--- src/rtl/pipe_flow_ctrl_pkg.sv ---
// rtl/pipe_flow_ctrl_pkg.sv - shared encodings for the pipeline flow controller
// Purpose: next_pc_sel encodings, MDU timer state, cycle-mode enum and the
// default exception entry address shared by the controller and its timer.
package pipe_ctrl_pkg;

  localparam logic [1:0]  PCSEL_SEQ     = 2'd0;
  localparam logic [1:0]  PCSEL_HANDLER = 2'd1;
  localparam logic [1:0]  PCSEL_EPC     = 2'd2;

  localparam logic [31:0] DEFAULT_HANDLER_PC = 32'h0000_4180;

  typedef enum logic {
    MDU_IDLE,
    MDU_BUSY
  } mdu_state_t;

  // Cycle mode after priority resolution: exception > eret > stall > run.
  typedef enum logic [1:0] {
    MODE_RUN,
    MODE_STALL,
    MODE_ERET,
    MODE_EXC
  } cycle_mode_t;

endpackage

--- src/rtl/pipe_flow_ctrl_if.sv ---
// rtl/pipe_flow_ctrl_if.sv - pipeline enable/flush/redirect bundle
// Purpose: groups the per-stage register controls and the PC redirect.
// Signals: pc_en, fd_en, de_en (enables); fd_flush, de_flush, em_flush,
// mw_flush (clear-to-bubble); next_pc_sel (PC source); redirect_pc (target).
// Modports: master = controller (drives), slave = pipeline (consumes).
interface pipe_flow_ctrl_if;
  import pipe_ctrl_pkg::*;

  logic        pc_en;
  logic        fd_en;
  logic        de_en;
  logic        fd_flush;
  logic        de_flush;
  logic        em_flush;
  logic        mw_flush;
  logic [1:0]  next_pc_sel;
  logic [31:0] redirect_pc;

  modport master (
    output pc_en, fd_en, de_en,
    output fd_flush, de_flush, em_flush, mw_flush,
    output next_pc_sel, redirect_pc
  );

  modport slave (
    input pc_en, fd_en, de_en,
    input fd_flush, de_flush, em_flush, mw_flush,
    input next_pc_sel, redirect_pc
  );

endinterface

--- src/rtl/pipe_flow_ctrl_mdu.sv ---
// rtl/pipe_flow_ctrl_mdu.sv - multiply/divide unit occupancy timer
// Purpose: tracks how long the MDU stays occupied after a mult/div starts.
// Ports: clk, reset_n (async active-low); start (mult/div starts in E);
// is_div (1 = div, 0 = mult); cancel (exception this cycle, drops the start);
// busy (high for exactly MULT_CYCLES or DIV_CYCLES cycles after the start edge).
module mdu_busy_timer
  import pipe_ctrl_pkg::*;
#(
  parameter int MULT_CYCLES = 5,
  parameter int DIV_CYCLES  = 10
) (
  input  logic clk,
  input  logic reset_n,
  input  logic start,
  input  logic is_div,
  input  logic cancel,
  output logic busy
);

  mdu_state_t state, state_nxt;
  logic [3:0] cnt, cnt_nxt;

  always_ff @(posedge clk or negedge reset_n) begin
    if (!reset_n) begin
      state <= MDU_IDLE;
      cnt   <= 4'd0;
    end else begin
      state <= state_nxt;
      cnt   <= cnt_nxt;
    end
  end

  always_comb begin
    state_nxt = state;
    cnt_nxt   = cnt;
    case (state)
      MDU_IDLE: begin
        if (start && !cancel) begin
          state_nxt = MDU_BUSY;
          cnt_nxt   = is_div ? 4'(DIV_CYCLES) : 4'(MULT_CYCLES);
        end
      end
      MDU_BUSY: begin
        // A start while busy cannot happen (hazard logic holds it in D),
        // and an exception does not abort the running operation.
        cnt_nxt = cnt - 4'd1;
        if (cnt == 4'd1) begin
          state_nxt = MDU_IDLE;
        end
      end
      default: begin
        state_nxt = MDU_IDLE;
        cnt_nxt   = 4'd0;
      end
    endcase
  end

  assign busy = (state == MDU_BUSY);

endmodule

--- src/rtl/pipe_flow_ctrl.sv ---
// rtl/pipe_flow_ctrl.sv - central pipeline flow controller
// Purpose: resolves exception, eret, stall and run into per-stage enables,
// flushes and the PC redirect; owns the MDU timer and event counters.
// Ports: clk, reset_n (async active-low); hz_stall (data hazard in D);
// md_use_d (D uses MDU); mdu_start_e, mdu_div_e (mult/div starting in E);
// req (exception from CP0); eret_m (eret in M); epc (return address);
// ctl (enables/flushes/redirect); mdu_busy; stall_cnt, flush_cnt (saturating).
module pipe_flow_ctrl
  import pipe_ctrl_pkg::*;
#(
  parameter int          MULT_CYCLES = 5,
  parameter int          DIV_CYCLES  = 10,
  parameter logic [31:0] HANDLER_PC  = DEFAULT_HANDLER_PC
) (
  input  logic                     clk,
  input  logic                     reset_n,
  input  logic                     hz_stall,
  input  logic                     md_use_d,
  input  logic                     mdu_start_e,
  input  logic                     mdu_div_e,
  input  logic                     req,
  input  logic                     eret_m,
  input  logic [31:0]              epc,
  pipe_flow_ctrl_if.master         ctl,
  output logic                     mdu_busy,
  output logic [31:0]              stall_cnt,
  output logic [31:0]              flush_cnt
);

  cycle_mode_t mode;
  logic        stall;

  mdu_busy_timer #(
    .MULT_CYCLES (MULT_CYCLES),
    .DIV_CYCLES  (DIV_CYCLES)
  ) u_mdu (
    .clk     (clk),
    .reset_n (reset_n),
    .start   (mdu_start_e),
    .is_div  (mdu_div_e),
    .cancel  (req),
    .busy    (mdu_busy)
  );

  // An MDU user in D must wait both for a running op and for one starting in E.
  assign stall = (hz_stall | (md_use_d & (mdu_start_e | mdu_busy))) & ~req & ~eret_m;

  always_comb begin
    if (req)         mode = MODE_EXC;
    else if (eret_m) mode = MODE_ERET;
    else if (stall)  mode = MODE_STALL;
    else             mode = MODE_RUN;
  end

  // Outputs are forced inactive while reset is asserted.
  always_comb begin
    ctl.pc_en       = 1'b0;
    ctl.fd_en       = 1'b0;
    ctl.de_en       = 1'b0;
    ctl.fd_flush    = 1'b0;
    ctl.de_flush    = 1'b0;
    ctl.em_flush    = 1'b0;
    ctl.mw_flush    = 1'b0;
    ctl.next_pc_sel = PCSEL_SEQ;
    ctl.redirect_pc = 32'd0;
    if (reset_n) begin
      ctl.pc_en = 1'b1;
      ctl.fd_en = 1'b1;
      ctl.de_en = 1'b1;
      case (mode)
        MODE_EXC: begin
          ctl.fd_flush    = 1'b1;
          ctl.de_flush    = 1'b1;
          ctl.em_flush    = 1'b1;
          ctl.mw_flush    = 1'b1;
          ctl.next_pc_sel = PCSEL_HANDLER;
          ctl.redirect_pc = HANDLER_PC;
        end
        MODE_ERET: begin
          // eret itself sits in M and must retire, so M/W is kept.
          ctl.fd_flush    = 1'b1;
          ctl.de_flush    = 1'b1;
          ctl.em_flush    = 1'b1;
          ctl.next_pc_sel = PCSEL_EPC;
          ctl.redirect_pc = epc;
        end
        MODE_STALL: begin
          ctl.pc_en    = 1'b0;
          ctl.fd_en    = 1'b0;
          ctl.de_flush = 1'b1;
        end
        default: ;
      endcase
    end
  end

  always_ff @(posedge clk or negedge reset_n) begin
    if (!reset_n) begin
      stall_cnt <= 32'd0;
      flush_cnt <= 32'd0;
    end else begin
      if (mode == MODE_STALL && stall_cnt != 32'hFFFF_FFFF) begin
        stall_cnt <= stall_cnt + 32'd1;
      end
      if ((mode == MODE_EXC || mode == MODE_ERET) && flush_cnt != 32'hFFFF_FFFF) begin
        flush_cnt <= flush_cnt + 32'd1;
      end
    end
  end

endmodule

--- src/flat_wrapper.sv ---
// flat-port wrapper written by rule: the top's interface ports become plain ports
module pipe_flow_ctrl_flat import pipe_ctrl_pkg::*;
#(
  parameter int          MULT_CYCLES = 5,
  parameter int          DIV_CYCLES  = 10,
  parameter logic [31:0] HANDLER_PC  = DEFAULT_HANDLER_PC
)
  (clk, reset_n, hz_stall, md_use_d, mdu_start_e, mdu_div_e, req, eret_m, epc, mdu_busy, stall_cnt, flush_cnt, ctl_pc_en, ctl_fd_en, ctl_de_en, ctl_fd_flush, ctl_de_flush, ctl_em_flush, ctl_mw_flush, ctl_next_pc_sel, ctl_redirect_pc);
  pipe_flow_ctrl_if ctl_i ();
  input  logic clk;
  input  logic reset_n;
  input  logic hz_stall;
  input  logic md_use_d;
  input  logic mdu_start_e;
  input  logic mdu_div_e;
  input  logic req;
  input  logic eret_m;
  input  logic [31:0] epc;
  output logic mdu_busy;
  output logic [31:0] stall_cnt;
  output logic [31:0] flush_cnt;
  output wire logic [$bits(ctl_i.pc_en)-1:0] ctl_pc_en;
  output wire logic [$bits(ctl_i.fd_en)-1:0] ctl_fd_en;
  output wire logic [$bits(ctl_i.de_en)-1:0] ctl_de_en;
  output wire logic [$bits(ctl_i.fd_flush)-1:0] ctl_fd_flush;
  output wire logic [$bits(ctl_i.de_flush)-1:0] ctl_de_flush;
  output wire logic [$bits(ctl_i.em_flush)-1:0] ctl_em_flush;
  output wire logic [$bits(ctl_i.mw_flush)-1:0] ctl_mw_flush;
  output wire logic [$bits(ctl_i.next_pc_sel)-1:0] ctl_next_pc_sel;
  output wire logic [$bits(ctl_i.redirect_pc)-1:0] ctl_redirect_pc;
  assign ctl_pc_en = ctl_i.pc_en;
  assign ctl_fd_en = ctl_i.fd_en;
  assign ctl_de_en = ctl_i.de_en;
  assign ctl_fd_flush = ctl_i.fd_flush;
  assign ctl_de_flush = ctl_i.de_flush;
  assign ctl_em_flush = ctl_i.em_flush;
  assign ctl_mw_flush = ctl_i.mw_flush;
  assign ctl_next_pc_sel = ctl_i.next_pc_sel;
  assign ctl_redirect_pc = ctl_i.redirect_pc;
  pipe_flow_ctrl #(.MULT_CYCLES(MULT_CYCLES), .DIV_CYCLES(DIV_CYCLES), .HANDLER_PC(HANDLER_PC)) u_core (.clk(clk), .reset_n(reset_n), .hz_stall(hz_stall), .md_use_d(md_use_d), .mdu_start_e(mdu_start_e), .mdu_div_e(mdu_div_e), .req(req), .eret_m(eret_m), .epc(epc), .ctl(ctl_i), .mdu_busy(mdu_busy), .stall_cnt(stall_cnt), .flush_cnt(flush_cnt));
endmodule
--- config.mk ---
export PLATFORM = sky130hd
export DESIGN_NAME = pipe_flow_ctrl_flat
export DESIGN_NICKNAME = d
export VERILOG_FILES = /design/src/rtl/pipe_flow_ctrl_pkg.sv /design/src/rtl/pipe_flow_ctrl_if.sv /design/src/rtl/pipe_flow_ctrl_mdu.sv /design/src/rtl/pipe_flow_ctrl.sv /design/src/flat_wrapper.sv
export SDC_FILE = /design/constraint.sdc
export NUM_CORES = 1
export LEC_CHECK = 0
export CAP_MARGIN = 5
export CELL_PAD_IN_SITES_DETAIL_PLACEMENT = 1
export CELL_PAD_IN_SITES_GLOBAL_PLACEMENT = 1
export CORE_UTILIZATION = 33
export CTS_CLUSTER_DIAMETER = 60
export CTS_CLUSTER_SIZE = 24
export DETAILED_ROUTE_END_ITERATION = 16
export PLACE_DENSITY_LB_ADDON = 0.1
export SLEW_MARGIN = 20
export SYNTH_ARGS = -nofsm -noshare
export SYNTH_HDL_FRONTEND = slang
export SYNTH_SLANG_ARGS = --single-unit
--- constraint.sdc ---
create_clock -name clk -period 2.7 [get_ports clk]
set_input_delay 0.54 -clock clk [delete_from_list [all_inputs] [get_ports clk]]
set_output_delay 0.54 -clock clk [all_outputs]
set_load 0.03 [all_outputs]
### Yosys cells after proc, flatten, opt, wreduce, memory -nomap -nowiden

Index checks and enable logic that the tools add are counted.

| cells by class | value |
|---|---|
| add/sub/neg operators | 3 |
| reductions and logical operators | 7 |
| equal/unequal tests | 7 |
| muxes and demuxes | 22 |
| bitwise logic cells | 8 |

Operators by type and width:

| cell | count |
|---|---|
| 32-bit by 1-bit adder with 32-bit output, second input constant | 2 |
| 32-bit inequality test, second input constant | 2 |
| 32-bit case mux with 2 select lines | 1 |
| 32-bit 2-to-1 mux | 1 |
| 1-bit 2-to-1 mux | 12 |
| 4-bit 2-to-1 mux | 2 |
| 4-bit case mux with 2 select lines | 1 |
| 2-bit 2-to-1 mux | 3 |
| 2-bit equality test, second input constant | 2 |
| 4-bit by 1-bit equality test with 1-bit output, second input constant | 1 |
| 2-bit case mux with 2 select lines | 1 |
| 4-bit by 1-bit subtractor with 4-bit output, second input constant | 1 |
| 1-bit AND | 3 |
| 1-bit logical AND | 3 |
| 1-bit NOT | 3 |
| 3-bit OR reduction | 1 |
| 2-bit by 1-bit equality test with 1-bit output, second input constant | 1 |
| 2-bit inequality test, second input constant | 1 |
| 1-bit OR | 2 |
| 1-bit case mux with 2 select lines | 1 |
| 2-bit OR reduction | 1 |
| 1-bit zero test | 1 |
| 1-bit logical OR | 1 |

| word-level totals | value |
|---|---|
| flip-flop bits (word level) | 69 |
| word-level logic and storage cells | 51 |
| output and inout port bits | 106 |
| input bits | 40 |

### Depth between registers and ports, before layout

| logic depth | value |
|---|---|
| word-level depth | 12 |
| mapped depth | 8 |
| gate-level depth less buffers | 6 |

### Hierarchy

From an unflattened synthesis, not the netlist that was laid out.

| second synthesis, totals | value |
|---|---|
| cell total of the unflattened synthesis | 369 |
| area, all modules | 3719.8 µm² |

Modules (own cells, without submodules):

| module | sequential area each (µm²) | times used | area each (µm²) | cells each |
|---|---|---|---|---|
| pipe_flow_ctrl | 1601.5 | 1 | 3423.3 | 340 |
| mdu_busy_timer | 125.1 | 1 | 296.5 | 29 |

### Worst setup path before layout

Ideal clock, no wire load.

| path | value |
|---|---|
| path type | input-to-output |
| from | in mdu_start_e |
| to | out ctl_pc_en |
| path slack | 0.127 ns |
| data required time | 2.160 ns |
| data arrival time | 2.033 ns |
| cell stages on the path | 6 |
| buffers on the path | 3 |
| path through | o21a_1 > o21a_1 > clkbuf_1 > buf_1 > nor2b_1 > buf_4 |

| between the ends | value |
|---|---|
| longest elaborated chain between the ends | 11 |

Ends and longest elaborated chain:

| element | RTL line | source |
|---|---|---|
| start: declaration | flat_wrapper.sv:14 | `input logic mdu_start_e;` |
| 1-bit OR | pipe_flow_ctrl.sv:46 | `assign stall = (hz_stall \| (md_use_d & (mdu_start_e \| mdu_busy))) & ~req & ~eret_m;` |
| 1-bit AND | pipe_flow_ctrl.sv:46 |  |
| 1-bit OR | pipe_flow_ctrl.sv:46 |  |
| 1-bit AND (2 in series) | pipe_flow_ctrl.sv:46 |  |
| 1-bit 2-to-1 mux | pipe_flow_ctrl.sv:51 | `else if (stall) mode = MODE_STALL;` |
| 2-bit 2-to-1 mux | pipe_flow_ctrl.sv:50 | `else if (eret_m) mode = MODE_ERET;` |
| 2-bit 2-to-1 mux | pipe_flow_ctrl.sv:49 | `if (req) mode = MODE_EXC;` |
| 2-bit by 1-bit equality test with 1-bit output | - |  |
| 1-bit 2-to-1 mux (2 in series) | - |  |
| end: declaration | flat_wrapper.sv:22 | `output wire logic [$bits(ctl_i.pc_en)-1:0] ctl_pc_en;` |

Every way passes these cells.

### Worst setup path in the final report

| path | value |
|---|---|
| from | in req |
| to | out ctl_de_flush |

| between the ends | value |
|---|---|
| longest elaborated chain between the ends | 10 |
| elaborated cells between the ends (all ways) | 12 |
| those cells by class | eq/ne (3); mux (5); bitwise (3); reduce/logical (1) |

Ends and longest elaborated chain:

| element | RTL line | source |
|---|---|---|
| start: declaration | flat_wrapper.sv:16 | `input logic req;` |
| 1-bit NOT | pipe_flow_ctrl.sv:46 |  |
| 1-bit AND (2 in series) | pipe_flow_ctrl.sv:46 |  |
| 1-bit 2-to-1 mux | pipe_flow_ctrl.sv:51 |  |
| 2-bit 2-to-1 mux | pipe_flow_ctrl.sv:50 |  |
| 2-bit 2-to-1 mux (*) | pipe_flow_ctrl.sv:49 |  |
| 2-bit equality test or 2-bit by 1-bit equality test with 1-bit output (tied branches) | pipe_flow_ctrl.sv:70 | `case (mode)` |
| 3-bit OR reduction (no line) (*) | - |  |
| 1-bit 2-to-1 mux (*) | pipe_flow_ctrl.sv:70 |  |
| 1-bit 2-to-1 mux (*) | pipe_flow_ctrl.sv:66 | `if (reset_n) begin` |
| end: declaration | flat_wrapper.sv:26 | `output wire logic [$bits(ctl_i.de_flush)-1:0] ctl_de_flush;` |

Every way passes the cells marked *; elsewhere a longest branch is shown, timed or not.

==> impl_results.md <==
- Outcome: finished clean
- Die area: 0.0117 mm^2
- GR Util All Layers: 18.4%
- Min cycle time layout: 2.48 ns
- Largest area contributor in the netlist: dfrtp_1
- Cell Rows: 38
- H-tree levels: 3
- Syn Std Cell Area: 0.00371 mm^2
- First-pass GRT wire length: 16.9 mm
- Max IR drop VDD: 0.000395 V
- Synth top area share: 46.5%
- Reg2Reg Depth: 7
- #FFs+latches synth: 69
- RSZ-0062 raised after global routing: no
- Antenna violations before repair: 0
- TritonCTS buffer count: 9
- Crit share post-route: 91.7%
- Final Skew: 0.0108 ns
- Syn Area/Cell: 10.1 um^2
- Pleak: 2.34 nW
- Commonest non-fill, non-tap cells in the layout: clkdlybuf4s50_1, dfrtp_1, xnor2_1
- Slew HR: 62.6%
- Fmax: 0.404 GHz
- Worst-margin pin slew: 0.560 ns
- Setup Fix Bufs, Post-CTS: 0
- Total power: 3.09 mW
- Routed vias: 3317
- Core ar.: 0.0109 mm^2
- Worst setup margin: 0.224 ns
- Post-DRT Antenna Nets: 0
- Mux cell area share after synthesis: 0.977%
- Post-Route Setup TNS: 0 ns
- Routability Congestion: 0.783
- CP max FO: 2
- WL/cell: 15.8 um
- Xor and xnor area share after synthesis: 14.9%
- Pre-antenna DRT Iters: 4
- Finish-stage setup viols: 0
- Synth Area in Adders: 1.35%
- CTS root buf: clkbuf_8
- Later-pin clock latency in the skew report: 0.34 ns
- Worst setup SP type: input port
- Input/output buffers: 145
- Total gr overflow: 0
- I/O pin count: 146
- Die height: 108 um
- Most common cell after layout, fill and taps aside: clkdlybuf4s50_1
- Combinational family with the most area after synthesis: simple AND/OR/NAND/NOR gates
- Die W: 108 um
- Top post-synthesis cells by area: dfrtp_1, xnor2_1, and2_1, nand4_1, nand3_1
- Largest net degree at the start of global routing: 43
- Initial DRC Count: 112
- Placed inst area: 0.00528 mm^2
- FFs w/ async S/R, synth: 100%
- Synthesis-to-layout area growth: 47.2%
- CP endpoint kind: primary output
- Simple-gate share of the synthesized area: 30.1%
- Final instance area: 0.00547 mm^2
- Nets: 567
- Synth unique cells: 40
- Clock Tree Buf Depth: 2
- Routed wire length: 10.6 mm
- DRC viols: 0
- Initial Util: 34.1%
- Routed vias/inst: 4.97
- Synth Area in Compound Gates: 3.60%
- Final hold violations: 0
- Synthesized instance count: 369
- HPWL after DPL: 8.07 mm
- Post-Place Setup Slack: -0.0196 ns
- Final Max Slew Viols: 0
- Layout cells sized above 1: 15.0%
- Synth Flop Type: dfrtp_1
- Req. time, crit path: 2.16 ns
- # diodes: 0
- Max-cap violations: 0
- Kind of critical path: in -> out
- CTS clk-pin slew, worst paths: 0.08 ns
- Crit path DAT: 1.94 ns
- Synth warn: 0
- Post-Syn Nets: 413
- Register area share after synthesis: 46.5%
- Number of global-route vias before repair: 3353
- P per Cell Area: 565 mW/mm^2
- Hold crit path type: in -> async
- Number of synthesized flops with an enable pin: 0
- CTS sink count: 69
- CTS tree: built
## Yosys cell counts (3+ instances only)
master,number
a21oi_1,5
and2_1,41
and3_1,14
and4_1,7
buf_4,4
clkbuf_1,7
dfrtp_1,69
ha_1,4
inv_1,6
nand2_1,31
nand3_1,25
nand4_1,33
nor2_1,12
nor2b_1,3
nor3_1,6
nor4b_1,4
o21a_1,5
o21ai_0,5
xnor2_1,55
xor2_1,8
## cell type report
| cell class | instances | area [um^2] |
|---|---|---|
| inverters | 6 | 22.5 |
| fillers | 1258 | 5420 |
| multi-input cells | 279 | 1890 |
| repair buffers | 158 | 1460 |
| clock buffers | 11 | 141 |
| flip-flops and latches | 69 | 1730 |
| well taps | 140 | 175 |
| clock inverters | 5 | 50.0 |
## kinds of logic after synthesis
family | after synthesis
flip-flops | 69
AO/OA/AOI/OAI | 19
adder cells (fa/ha/maj) | 4
buffers and inverters | 21
AND/OR/NAND/NOR | 190
multiplexers | 3
XOR/XNOR | 63
## repair_timing
item / in CTS / in global routing
endpoints found under the setup margin: 1 / 0
hold buffers: 0 / 0
gates resized for setup: 1 / 0
hold endpoints to repair: 0 / 0
## registers in the layout, summed over array words and instances (netlist names)
| name | flops |
|---|---|
| u_core.flush_cnt | 32 |
| u_core.stall_cnt | 32 |
| u_core.u_mdu.cnt | 4 |
| u_core.u_mdu.busy | 1 |
## worst paths after layout
kind | start | slack (ns) | endpoint
worst min register to register | u_core.flush_cnt[15] | 0.50 | u_core.flush_cnt[15]
worst max register to register | u_core.stall_cnt[0] | 0.48 | u_core.stall_cnt[31]
worst min-delay path | reset_n | 0.03 | u_core.flush_cnt[31]
min in group clk | u_core.flush_cnt[15] | 0.50 | u_core.flush_cnt[15]
worst max-delay path | req | 0.22 | ctl_de_flush
max in group asynchronous | reset_n | 1.88 | u_core.stall_cnt[10]
## report_power, final
part           switching (mW)  internal [mW]  total [mW]
Sequential              0.166           1.16        1.33
Clock                   0.388          0.446       0.834
Combinational           0.502          0.426       0.929
Total                    1.06           2.03        3.09
## worst max-delay path, cell delays in order
cell and delay (ns):
clkdlybuf4s50_1 0.42, or2_2 0.34, o31a_1 0.28, dlygate4sd2_1 0.35
## routing by layer
| layer | vias up | global-route usage (%) | part of all wire [%] |
|---|---|---|---|
| li1 | 1593 | - | - |
| met3 | 8 | 4.34 | 3.4 |
| met1 | 1662 | 23.5 | 45 |
| met4 | 0 | 4.31 | 0.64 |
| met2 | 54 | 31.2 | 51 |
| met5 | - | 0 | 0 |
## through the flow
stage | instances | util, % | hold WS, ns
global placement | 652 | 48.5 | 0.391
floorplan | 369 | - | 0.244
global route | 668 | 50.2 | 0.00400
finish | 668 | 50.2 | 0.0266
CTS | 668 | 50.2 | 0.00759
detailed placement | 652 | 48.5 | 0.391
Power figures use the tool's default switching activity.
